`config.mk`:
```
export PLATFORM = sky130hd
export DESIGN_NAME = scan_decoder
export DESIGN_NICKNAME = d
export VERILOG_FILES = /design/src/rtl/scan_decoder_pkg.sv /design/src/rtl/onehot_n_dec.sv /design/src/rtl/scan_decoder.sv
export SDC_FILE = /design/constraint.sdc
export NUM_CORES = 1
export LEC_CHECK = 0
export CAP_MARGIN = 20
export CORE_UTILIZATION = 40
export DETAILED_ROUTE_END_ITERATION = 7
export GPL_TIMING_DRIVEN = 0
export SYNTH_ARGS = -nofsm -noshare
export SYNTH_HDL_FRONTEND = slang
export SYNTH_SLANG_ARGS = --single-unit
export TNS_END_PERCENT = 10
```
`constraint.sdc`:
```
create_clock -name clk -period 2.9 [get_ports clk]
set_clock_uncertainty 0.2 [all_clocks]
set_input_delay 0.435 -clock clk [delete_from_list [all_inputs] [get_ports clk]]
set_output_delay 0.435 -clock clk [all_outputs]
set_load 0.05 [all_outputs]
```
`src/rtl/scan_decoder_pkg.sv`:
```
// Shared mode encodings and FSM state type for the scan decoder.
package scan_decoder_pkg;

    localparam logic [1:0] MODE_DIRECT  = 2'b00;
    localparam logic [1:0] MODE_SCAN    = 2'b01;
    localparam logic [1:0] MODE_ONESHOT = 2'b10;

    typedef enum logic [1:0] {
        StIdle,
        StDirect,
        StScan,
        StShot
    } state_e;

endpackage

```
`src/rtl/onehot_n_dec.sv`:
```
// Combinational SEL_W-to-2^SEL_W decoder with active-low one-hot output.
module onehot_n_dec #(
    parameter int unsigned SEL_W = 3,
    parameter int unsigned OUT_W = 1 << SEL_W
) (
    input  logic [SEL_W-1:0] sel,
    output logic [OUT_W-1:0] dec_n
);

    always_comb begin
        dec_n      = '1;
        dec_n[sel] = 1'b0;
    end

endmodule

```
`src/rtl/scan_decoder.sv`:
```
// Registered active-low decoder with direct, auto-scan and one-shot strobe modes.
module scan_decoder
    import scan_decoder_pkg::*;
#(
    parameter int unsigned SEL_W   = 3,
    parameter int unsigned DWELL_W = 8,
    parameter int unsigned OUT_W   = 1 << SEL_W
) (
    input  logic               clk,
    input  logic               rst_n,
    input  logic               enb_,
    input  logic [1:0]         mode,
    input  logic [SEL_W-1:0]   sel,
    input  logic [DWELL_W-1:0] dwell,
    input  logic               start,
    output logic [OUT_W-1:0]   o,
    output logic [SEL_W-1:0]   cur_idx,
    output logic               busy,
    output logic               wrap
);

    state_e             state_q, state_d;
    logic [SEL_W-1:0]   idx_q, idx_d;
    logic [DWELL_W-1:0] cnt_q, cnt_d;
    logic [OUT_W-1:0]   o_q, o_d;
    logic [SEL_W-1:0]   cur_idx_q, cur_idx_d;
    logic               busy_q, busy_d;
    logic               wrap_q, wrap_d;
    logic               show;
    logic [OUT_W-1:0]   dec_n;

    onehot_n_dec #(
        .SEL_W (SEL_W),
        .OUT_W (OUT_W)
    ) u_dec (
        .sel   (idx_d),
        .dec_n (dec_n)
    );

    always_comb begin
        state_d   = state_q;
        idx_d     = idx_q;
        cnt_d     = cnt_q;
        o_d       = '1;
        cur_idx_d = cur_idx_q;
        busy_d    = 1'b0;
        wrap_d    = 1'b0;
        show      = 1'b0;

        if (enb_) begin
            // Disable keeps cur_idx so software can see where activity stopped.
            state_d = StIdle;
            cnt_d   = '0;
        end else begin
            case (mode)
                MODE_DIRECT: begin
                    state_d = StDirect;
                    idx_d   = sel;
                    cnt_d   = '0;
                    show    = 1'b1;
                end
                MODE_SCAN: begin
                    state_d = StScan;
                    show    = 1'b1;
                    if (state_q != StScan) begin
                        idx_d = sel;
                        cnt_d = '0;
                    end else if (cnt_q >= dwell) begin
                        cnt_d  = '0;
                        idx_d  = idx_q + SEL_W'(1);
                        wrap_d = &idx_q;
                    end else begin
                        cnt_d = cnt_q + DWELL_W'(1);
                    end
                end
                MODE_ONESHOT: begin
                    if (state_q == StShot) begin
                        if (cnt_q >= dwell) begin
                            state_d   = StIdle;
                            cnt_d     = '0;
                            cur_idx_d = '0;
                        end else begin
                            cnt_d  = cnt_q + DWELL_W'(1);
                            busy_d = 1'b1;
                            show   = 1'b1;
                        end
                    end else if (state_q == StIdle && start && !busy_q) begin
                        state_d = StShot;
                        idx_d   = sel;
                        cnt_d   = '0;
                        busy_d  = 1'b1;
                        show    = 1'b1;
                    end else begin
                        state_d   = StIdle;
                        cnt_d     = '0;
                        cur_idx_d = '0;
                    end
                end
                default: begin
                    state_d   = StIdle;
                    cnt_d     = '0;
                    cur_idx_d = '0;
                end
            endcase
        end

        if (show) begin
            o_d       = dec_n;
            cur_idx_d = idx_d;
        end
    end

    always_ff @(posedge clk or negedge rst_n) begin
        if (!rst_n) begin
            state_q   <= StIdle;
            idx_q     <= '0;
            cnt_q     <= '0;
            o_q       <= '1;
            cur_idx_q <= '0;
            busy_q    <= 1'b0;
            wrap_q    <= 1'b0;
        end else begin
            state_q   <= state_d;
            idx_q     <= idx_d;
            cnt_q     <= cnt_d;
            o_q       <= o_d;
            cur_idx_q <= cur_idx_d;
            busy_q    <= busy_d;
            wrap_q    <= wrap_d;
        end
    end

    assign o       = o_q;
    assign cur_idx = cur_idx_q;
    assign busy    = busy_q;
    assign wrap    = wrap_q;

endmodule
```
==> metrics.md <==
| Metric | Value |
|---|---|
| Leading cell type by number of instances after synthesis | `dfrtp_1` |
| Pwr/cell area | `436.8 mW/mm²` |
| Clock Pin Slew Worst Setup and Hold Paths | `0.10 ns` |
| Rel. slew slack | `50.98%` |
| CP Capture Type | `flop` |
| Residual DRC | `0` |
| Root buffer cell | `clkbuf_8` |
| RSZ-0062 raised after global routing | `no` |
| DR WL/cell | `15.20 µm` |
| Max cap viols | `0` |
| Final-report hold violation count | `0` |
| Post-synth EDFFs | `0` |
| Avg Inst Size Synth | `9.276 µm²` |
| Routed Wire Length | `4118 µm` |
| Top-area cell type share of the netlist area | `26.11%` |
| Tmin final | `2.732 ns` |
| F_max | `366.0 MHz` |
| First-pass GRT wire length | `6748 µm` |
| # port buffers | `29` |
| Worst slew pin tran | `0.7251 ns` |
| CP Launch Type | `input port` |
| Post-synth top area cell | `dfrtp_1` |
| Fin crit share | `94.20%` |
| Total negative slack | `0 ns` |
| Pre-Repair DR Iteration Count | `4` |
| Number of diodes | `0` |
| Ys Warns | `0` |
| Full die area | `0.004580 mm²` |
| Asr flop ratio synth | `100.0%` |
| CP required | `2.88 ns` |
| Grt ovf | `0` |
| Hpwl dp | `3236 µm` |
| Status | `finished clean` |
| Vias in the first global route | `1444` |
| Core ar. | `0.004058 mm²` |
| Placed instance count | `266` |
| Synth cell count leaders | `dfrtp_1 (18), ha_1 (15), inv_1 (15)` |
| Post-Syn Nets | `218` |
| Static Leakage | `0.0009656 µW` |
| Total power | `955.3 µW` |
| Starting Density | `42.52%` |
| Initial DRC count | `52` |
| Die height | `67.68 µm` |
| Area growth syn-to-layout | `26.76%` |
| Row count | `23` |
| Fin cells | `271` |
| TritonCTS clock tree | `built` |
| CP Data Arrival Time | `2.72 ns` |
| Pin count of the biggest net entering global routing | `20` |
| Clock sink count | `26` |
| Initial antenna violation count | `0` |
| Library cells used by synthesis | `48` |
| H-tree levels | `1` |
| Worst-skew pair later-pin latency | `0.28 ns` |
| Total track usage | `19.64%` |
| Crit Path Max Fanout | `5` |
| Nets | `254` |
| Num CTS Buffers | `3` |
| Kind of critical path | `in -> reg` |
| Remaining antenna violation count | `0` |
| Vias per inst | `5.675` |
| Die width | `67.68 µm` |
| Clock Tree Buf Depth | `2` |
| Fin Hold WS | `0.2827 ns` |
| Hold Path Class | `in -> async` |
| Area of the mapped netlist | `0.001725 mm²` |
| Synth Flop Type | `dfrtp_1` |
| Max Slew Vio Count | `0` |
| Via count | `1538` |
| Routability Congestion | `0.8334` |
| Ranking of synthesized cells by area | `dfrtp_1 (26%), dfstp_2 (12%), ha_1 (11%), a21oi_1 (3.5%), inv_1 (3.3%)` |
| # setup viols final | `0` |
| Yosys reg bits | `26` |
| Post-synthesis cell count | `186` |
| Peak VDD IR | `0.2114 mV` |
| I/O pins | `30` |
| Sequential share of the synthesized area | `38.29%` |
| Layout cell share with drive strength beyond 1 | `14.03%` |
[worst max-delay path, cell delays in order]
cell             delay [ns]
clkdlybuf4s50_1        0.46
inv_1                  0.04
ha_1                   0.31
a21o_1                 0.22
a21oi_2                0.24
a21oi_1                0.12
a2111oi_2              0.42
a31oi_2                0.22
inv_2                  0.14
nand4_1                0.10
[cells by family after synthesis]
group,synth area share (%)
AND/OR/NAND/NOR,20.60
AO/OA/AOI/OAI,22.63
flip-flops,38.29
buffers and inverters,4.568
adder cells (fa/ha/maj),10.88
XOR/XNOR,3.046
[path summary, 6_finish.rpt]
check                            from         end  slack (ns)  depth (start not counted)
max                          dwell[6]        o[5]        0.17                         10
min                             rst_n    cnt_q[3]        0.28                          1
min reg2reg                cur_idx[2]  cur_idx[2]        0.31                          1
max in group asynchronous       rst_n        o[5]        1.67                          2
max reg2reg                  idx_q[0]        o[5]        0.40                          8
min in group clk           cur_idx[2]  cur_idx[2]        0.31                          1
[sequential cells by signal, indices dropped and copies added, names as in the netlist]
name / flops
cnt_q: 8
cur_idx: 3
state_q: 2
o: 8
wrap: 1
busy: 1
idx_q: 3
[where the power goes]
group          switching [µW]  leakage [µW]  internal (µW)
clock                     123     0.0000357            185
combinational             141      0.000604           98.0
sequential               22.5      0.000326            386
[layer usage]
metal,global-route usage (%),vias to the layer above,part of all wire (%)
li1,-,749,-
met1,25.42,727,45
met2,34.90,58,49
met3,2.027,4,5.3
met4,3.989,0,0.75
met5,0,-,0
[what timing repair did]
action                     in CTS  in global routing
setup endpoints to repair       0                 12
gates resized for setup         0                  3
hold buffers                    0                  0
buffers inserted                0                  1
[per-stage QoR]
stage | setup slack (ns) | area (µm²) | utilization (%)
5_1_grt | 0.01236 | 2187 | 53.90
2_1_floorplan | 0.5717 | 1725 | -
4_1_cts | 0.06018 | 2177 | 53.65
3_3_place_gp | -0.2314 | 2078 | 51.22
6_report | 0.1681 | 2187 | 53.90
3_5_place_dp | -0.2221 | 2106 | 51.90
[area by class of cell]
class / count / area [µm²]
plain buffers: 3 / 12.51
fillers: 376 / 1871
repair buffers: 31 / 325.3
multi-input cells: 140 / 988.4
clock buffers: 3 / 41.29
inverters: 17 / 66.31
flip-flops and latches: 26 / 660.6
clock inverters: 1 / 30.03
well taps: 50 / 62.56
[cell usage in the layout, fill, tap and decap left out, drive strengths merged, types with 3 or more instances in the layout]
cell type and n:
or2 4, nor2 12, a2111oi 3, a211oi 3, ha 15, nand2 12
dfrtp 18, a21oi 13, a221o 3, o21ai 10, nand4 8, nand3 9
xor2 5, o21a 4, a21o 5, dfstp 8, and3 4, clkdlybuf4s50 29
nor3 6, a31oi 4, inv 17, clkbuf 6
Power figures use the tool's default switching activity.
